[src/rtl/eco_pkg.sv]
// Shared types and constants for the ECO equivalence-sweep controller.
package eco_pkg;

  typedef enum logic [2:0] {
    ST_IDLE   = 3'd0,
    ST_APPLY  = 3'd1,
    ST_WAIT   = 3'd2,
    ST_SAMPLE = 3'd3,
    ST_DONE   = 3'd4
  } state_t;

  localparam int DEF_W      = 3;
  localparam int DEF_SETTLE = 1;

  // Number of {a,b} vectors in one exhaustive sweep.
  function automatic int vec_count(input int w);
    return 1 << (2 * w);
  endfunction

endpackage

[src/rtl/eco_cmp_accum.sv]
// Compares the two cone outputs and accumulates mismatch count,
// first failing vector and the OR of all differing bits.
module eco_cmp_accum
  import eco_pkg::*;
#(
  parameter int W     = DEF_W,
  parameter int CNT_W = 2 * W + 1
) (
  input  logic             clk,
  input  logic             rst_n,
  input  logic             clear,
  input  logic             sample_en,
  input  logic [W-1:0]     a,
  input  logic [W-1:0]     b,
  input  logic [W-1:0]     y_ref,
  input  logic [W-1:0]     y_dut,
  output logic [CNT_W-1:0] mism_cnt,
  output logic             first_valid,
  output logic [W-1:0]     first_a,
  output logic [W-1:0]     first_b,
  output logic [W-1:0]     diff_bits
);

  logic [W-1:0] xor_bits;
  logic         mismatch;

  assign xor_bits = y_ref ^ y_dut;
  assign mismatch = |xor_bits;

  always_ff @(posedge clk or negedge rst_n) begin
    if (!rst_n) begin
      mism_cnt    <= '0;
      first_valid <= 1'b0;
      first_a     <= '0;
      first_b     <= '0;
      diff_bits   <= '0;
    end else if (clear) begin
      mism_cnt    <= '0;
      first_valid <= 1'b0;
      first_a     <= '0;
      first_b     <= '0;
      diff_bits   <= '0;
    end else if (sample_en && mismatch) begin
      mism_cnt  <= mism_cnt + 1'b1;
      diff_bits <= diff_bits | xor_bits;
      // Only the earliest failing vector is kept.
      if (!first_valid) begin
        first_valid <= 1'b1;
        first_a     <= a;
        first_b     <= b;
      end
    end
  end

endmodule

[src/rtl/eco_sweep_ctrl.sv]
// Exhaustive equivalence sweep: walks every {a,b}, waits SETTLE cycles,
// then compares original and patched cone outputs.
module eco_sweep_ctrl
  import eco_pkg::*;
#(
  parameter int W      = DEF_W,
  parameter int SETTLE = DEF_SETTLE,
  parameter int CNT_W  = 2 * W + 1
) (
  input  logic             clk,
  input  logic             rst_n,
  input  logic             start,
  input  logic             abort,
  output logic [W-1:0]     a_o,
  output logic [W-1:0]     b_o,
  input  logic [W-1:0]     y_ref_i,
  input  logic [W-1:0]     y_dut_i,
  output logic             busy,
  output logic             done,
  output logic             pass,
  output logic [CNT_W-1:0] mism_cnt,
  output logic             first_valid,
  output logic [W-1:0]     first_a,
  output logic [W-1:0]     first_b,
  output logic [W-1:0]     diff_bits
);

  localparam int IDX_W = 2 * W;
  localparam int SET_W = (SETTLE < 2) ? 1 : $clog2(SETTLE);
  localparam logic [SET_W-1:0] SET_LOAD = SET_W'((SETTLE > 0) ? SETTLE - 1 : 0);
  localparam logic [IDX_W-1:0] IDX_LAST = IDX_W'(vec_count(W) - 1);

  state_t           state;
  logic [IDX_W-1:0] idx;
  logic [IDX_W-1:0] idx_nxt;
  logic [SET_W-1:0] settle_cnt;
  logic             in_sweep;
  logic             clear;
  logic             sample_en;

  assign idx_nxt   = idx + 1'b1;
  assign in_sweep  = (state == ST_APPLY) || (state == ST_WAIT) || (state == ST_SAMPLE);
  assign clear     = (state == ST_IDLE) && start;
  // An aborting cycle's sample is dropped.
  assign sample_en = (state == ST_SAMPLE) && !abort;

  eco_cmp_accum #(.W(W), .CNT_W(CNT_W)) u_accum (
    .clk         (clk),
    .rst_n       (rst_n),
    .clear       (clear),
    .sample_en   (sample_en),
    .a           (a_o),
    .b           (b_o),
    .y_ref       (y_ref_i),
    .y_dut       (y_dut_i),
    .mism_cnt    (mism_cnt),
    .first_valid (first_valid),
    .first_a     (first_a),
    .first_b     (first_b),
    .diff_bits   (diff_bits)
  );

  always_ff @(posedge clk or negedge rst_n) begin
    if (!rst_n) begin
      state      <= ST_IDLE;
      idx        <= '0;
      settle_cnt <= '0;
      a_o        <= '0;
      b_o        <= '0;
      busy       <= 1'b0;
      done       <= 1'b0;
      pass       <= 1'b0;
    end else begin
      done <= 1'b0;
      if (in_sweep && abort) begin
        state <= ST_IDLE;
        idx   <= '0;
        a_o   <= '0;
        b_o   <= '0;
        busy  <= 1'b0;
      end else begin
        case (state)
          ST_IDLE: begin
            if (start) begin
              idx   <= '0;
              a_o   <= '0;
              b_o   <= '0;
              busy  <= 1'b1;
              pass  <= 1'b0;
              state <= ST_APPLY;
            end
          end
          ST_APPLY: begin
            settle_cnt <= SET_LOAD;
            state      <= (SETTLE > 0) ? ST_WAIT : ST_SAMPLE;
          end
          ST_WAIT: begin
            if (settle_cnt == '0) state <= ST_SAMPLE;
            else                  settle_cnt <= settle_cnt - 1'b1;
          end
          ST_SAMPLE: begin
            if (idx == IDX_LAST) begin
              // Operands drop here so every vector holds for SETTLE+2 cycles.
              a_o   <= '0;
              b_o   <= '0;
              busy  <= 1'b0;
              state <= ST_DONE;
            end else begin
              idx   <= idx_nxt;
              a_o   <= idx_nxt[IDX_W-1:W];
              b_o   <= idx_nxt[W-1:0];
              state <= ST_APPLY;
            end
          end
          ST_DONE: begin
            done  <= 1'b1;
            pass  <= (mism_cnt == '0);
            state <= ST_IDLE;
          end
          default: state <= ST_IDLE;
        endcase
      end
    end
  end

endmodule

[config.mk]
export PLATFORM = sky130hd
export DESIGN_NAME = eco_sweep_ctrl
export DESIGN_NICKNAME = d
export VERILOG_FILES = /design/src/rtl/eco_pkg.sv /design/src/rtl/eco_cmp_accum.sv /design/src/rtl/eco_sweep_ctrl.sv
export SDC_FILE = /design/constraint.sdc
export NUM_CORES = 1
export LEC_CHECK = 0
export CORE_MARGIN = 2
export CORE_UTILIZATION = 39
export CTS_CLUSTER_SIZE = 20
export DETAILED_ROUTE_END_ITERATION = 8
export DONT_BUFFER_PORTS = 1
export HOLD_SLACK_MARGIN = 0.05
export SLEW_MARGIN = 20
export SYNTH_ARGS = -nofsm -noshare
export SYNTH_HDL_FRONTEND = slang
export SYNTH_SLANG_ARGS = --single-unit
[constraint.sdc]
create_clock -name clk -period 1.5 [get_ports clk]
set_input_delay 0.3 -clock clk [delete_from_list [all_inputs] [get_ports clk]]
set_output_delay 0.3 -clock clk [all_outputs]
set_load 0.01 [all_outputs]
==> summary by stage <==
Finish
The net count of the finished layout is 201. The commonest non-fill, non-tap cell in the layout is sky130_fd_sc_hd__dfrtp_1. The area growth from synthesis to layout is 22.1%. The library cells used most frequently in the layout, excluding fill and tap cells, are 33 x sky130_fd_sc_hd__dfrtp_1, 23 x sky130_fd_sc_hd__nand2_1, 17 x sky130_fd_sc_hd__buf_4. 0 antenna diodes ended up in the layout. The post-route core utilization is 0.496.

Of the cells placed in the final design, the portion with a size suffix greater than 1 is 0.228.

Worst setup path
The endpoint of the worst-slack reg-to-reg timing path is idx[1]. The reg-to-reg setup timing slack is 0.02 ns. The setup path with the least slack is of type register to register. STA classifies the critical path endpoint as a register.

In this run the worst path has a maximum fanout of 5. The data arrival time of the worst path is 1.66 ns. STA classifies the critical path startpoint as a register. The number of cells on the worst reg-to-reg path is 5. The startpoint identified for the worst register-to-register timing path is idx[1]. The required time at the worst-slack endpoint is 1.68 ns.

Floorplanning
For this configuration, the core starts out at a cell density of 0.406. The placeable core region is 4000 sq um. The overall die area is 4700 sq um. Row generation in the floorplan step produced 23 rows. From left edge to right edge, the die measures 68.6 um. The die is 68.6 um tall. The total I/O pin count is 36.

Power and ir drop
Power spread over the standard cell area amounts to 1300 nW/um^2. VDD sags by at most 0.586 mV. Summed over all cells, the static leakage comes to 0.888 nW.

STA
Adding up every negative setup slack in the final design gives 0 ns. The final count of negative-setup-slack endpoints is 0. Setup repair after global routing could not meet its margin everywhere. The final number of hold-violating endpoints came to 0. The number of slew-limit violations in the final report was 0.

The portion of the clock cycle consumed by the worst path in the final layout is 0.987. Between clock sinks in the finished design, the worst skew comes to 0.00740 ns. For the pin with the worst max-slew slack, the measured transition is 0.357 ns. Based on the critical path, the design can be clocked at up to 0.676 GHz. Headroom to the max-slew limit came out at 0.761. The time the worst path needs with I/O delays and setup is 1.48 ns.

Routing
The post-route DRC violation count is 0. The first detailed-routing pass took 4 iterations. The final wirelength is 3460 um.

The final route contains 1286 vias. The final routed wire length divided by cell count is 14.5 um. The number of nets still failing antenna checks after routing is 0. In this run, the number of DRC markers left after iteration 0 of detailed routing was 68. The post-detailed-route via-to-cell ratio is 5.38.

Hold path
The startpoint identified for the worst hold timing path is abort. For hold timing, the worst endpoint is state[1]. The worst hold path class is input port to register. The number of cells on the worst hold path is 1.

Clocking
Buffers inserted during clock tree synthesis total 5. The maximum buffer depth of the clock tree is 2. The H-tree was split into 2 levels.

Clock-pin slew was measured on the worst setup and hold paths at 0.07 ns. The clock drives 35 sinks. The clock root buffer master is sky130_fd_sc_hd__clkbuf_8. TritonCTS built the clock tree. The clock reaches the later pin of the worst-skew pair after 0.29 ns.

Logic synthesis
After synthesis, the mean cell area works out to 9.79 sq um. The cell count after synthesis came out at 166. Counting flops with a built-in enable in the synthesized netlist gives 0. The number of library cell types mapped by synthesis is 35. The post-synthesis register bit count is 35. For this run, the register share of the synthesized area comes to 0.539. The fraction of synthesis flops using an asynchronous set or reset pin is 1.00. By area the synthesized netlist is led by sky130_fd_sc_hd__dfrtp_1 54%, sky130_fd_sc_hd__nand2_1 5.3%, sky130_fd_sc_hd__a21oi_1 4.6%, sky130_fd_sc_hd__o21ai_0 3.7%, sky130_fd_sc_hd__a21o_1 2.3%. The net count of the mapped netlist is 179. The most frequently used flop master after synthesis is sky130_fd_sc_hd__dfrtp_1. The number of warnings reported in the yosys synthesis log is 0. The cell type with the largest total area after synthesis is sky130_fd_sc_hd__dfrtp_1. The share of synthesized area in the top cell type comes to 0.539. The cell area that synthesis handed to floorplanning was 1630 sq um.

Placement
The number of input and output port buffers inserted is 0. The detailed placement HPWL is 2550 um. The routability-driven placement congestion ratio is 0.797.

Global routing
Entering global routing, the biggest net connects 36 pins. For this run the aggregate overflow at the end of global routing stands at 0. The number of antenna violations at the first check in global routing is 0. The via count of the first global-routing pass is 1220. The first-pass GRT wire length is 5630 um. Across every metal layer, demand over resource in global routing totals 0.163.

Run
The max capacitance violation total is 0.

Status
The run finished with clean final reports.
==> critical path: stages, from the launching register on <==
cell and delay (ns):
sky130_fd_sc_hd__dfrtp_1 0.41, sky130_fd_sc_hd__ha_2 0.20, sky130_fd_sc_hd__and3_4 0.19, sky130_fd_sc_hd__and3_4 0.19
sky130_fd_sc_hd__a21o_1 0.20, sky130_fd_sc_hd__a22o_1 0.18
==> worst max path at each step <==
| stage | start | to | slack [ns] |
|---|---|---|---|
| 2_1_floorplan | idx[0] | idx[1] | -0.01 |
| 3_3_place_gp | idx[1] | idx[1] | 0.06 |
| 3_5_place_dp | state[0] | u_accum.mism_cnt[5] | 0.03 |
| 4_1_cts | idx[1] | idx[1] | 0.01 |
| 5_1_grt | idx[1] | idx[1] | -0.04 |
| 6_report | idx[1] | idx[1] | 0.02 |
==> per-stage QoR <==
stage,area [sq um],worst slack (ns),hold WS (ns),cells,total power [W]
3_5_place_dp,1790,0.0261,0.00552,225,0.00186
6_report,1980,0.0197,0.0857,239,0.00258
2_1_floorplan,1640,-0.0123,0.00441,166,0.00159
5_1_grt,1980,-0.0409,0.0774,239,0.00275
3_3_place_gp,1790,0.0607,0.00545,225,0.00183
4_1_cts,1910,0.0148,0.0822,235,0.00256
==> state kept, by name, summed over array words and instances, names as in the netlist <==
signal / count
a_o: 3
u_accum.first_b: 3
busy: 1
u_accum.first_a: 3
pass: 1
u_accum.diff_bits: 3
idx: 6
u_accum.first_valid: 1
b_o: 3
state: 3
done: 1
u_accum.mism_cnt: 7
==> where the power goes <==
part / total [W] / internal (W) / switching [W] / leakage (nW)
logic: 0.000716 / 0.000308 / 0.000408 / 0.367
registers: 0.00119 / 0.00105 / 0.000131 / 0.481
clock network: 0.000677 / 0.000323 / 0.000354 / 0.0402
total: 0.00258 / 0.00169 / 0.000893 / 0.888
==> routing by layer <==
layer | vias up | global-route usage | share of wire
li1 | 625 | - | -
met2 | 23 | 0.261 | 0.50
met3 | 4 | 0.0455 | 0.050
met4 | 0 | 0.0750 | 0.0098
met1 | 634 | 0.205 | 0.43
met5 | - | 0 | 0
==> logic make-up after synthesis <==
logic type,synth area share
buf+inv,0.0354
compound gates,0.195
simple gates,0.170
xor+xnor,0.0377
flops,0.539
fa+ha+maj,0.0231
==> synth_stat cells (all sizes together), types with 2 or more instances <==
master and count:
o21ai 19, nand3 6, nor2 10, xnor2 4, clkbuf 2, a22o 2
dfrtp 35, or2 3, nand2 23, o211ai 2, xor2 3, or3 4
buf 4, o31ai 3, inv 8, a21oi 15, and3 3, ha 3
a21o 5
==> final cells by class <==
class	instances	area, sq um
sequential	35	878
timing repair buffer	21	189
fill	364	2020
inverter	8	30.0
clock buffer	5	68.8
clock inverter	3	20.0
tap	50	62.6
multi-input combinational	117	736
==> what timing repair did <==
| item | CTS | global route |
|---|---|---|
| endpoints found under the setup margin | 0 | 10 |
| resized for setup | 0 | 13 |
| hold endpoints to repair | 35 | 0 |
| hold buffers | 2 | 0 |
| buffers inserted | 0 | 4 |
No activity file was read; power rests on OpenSTA's default activity.
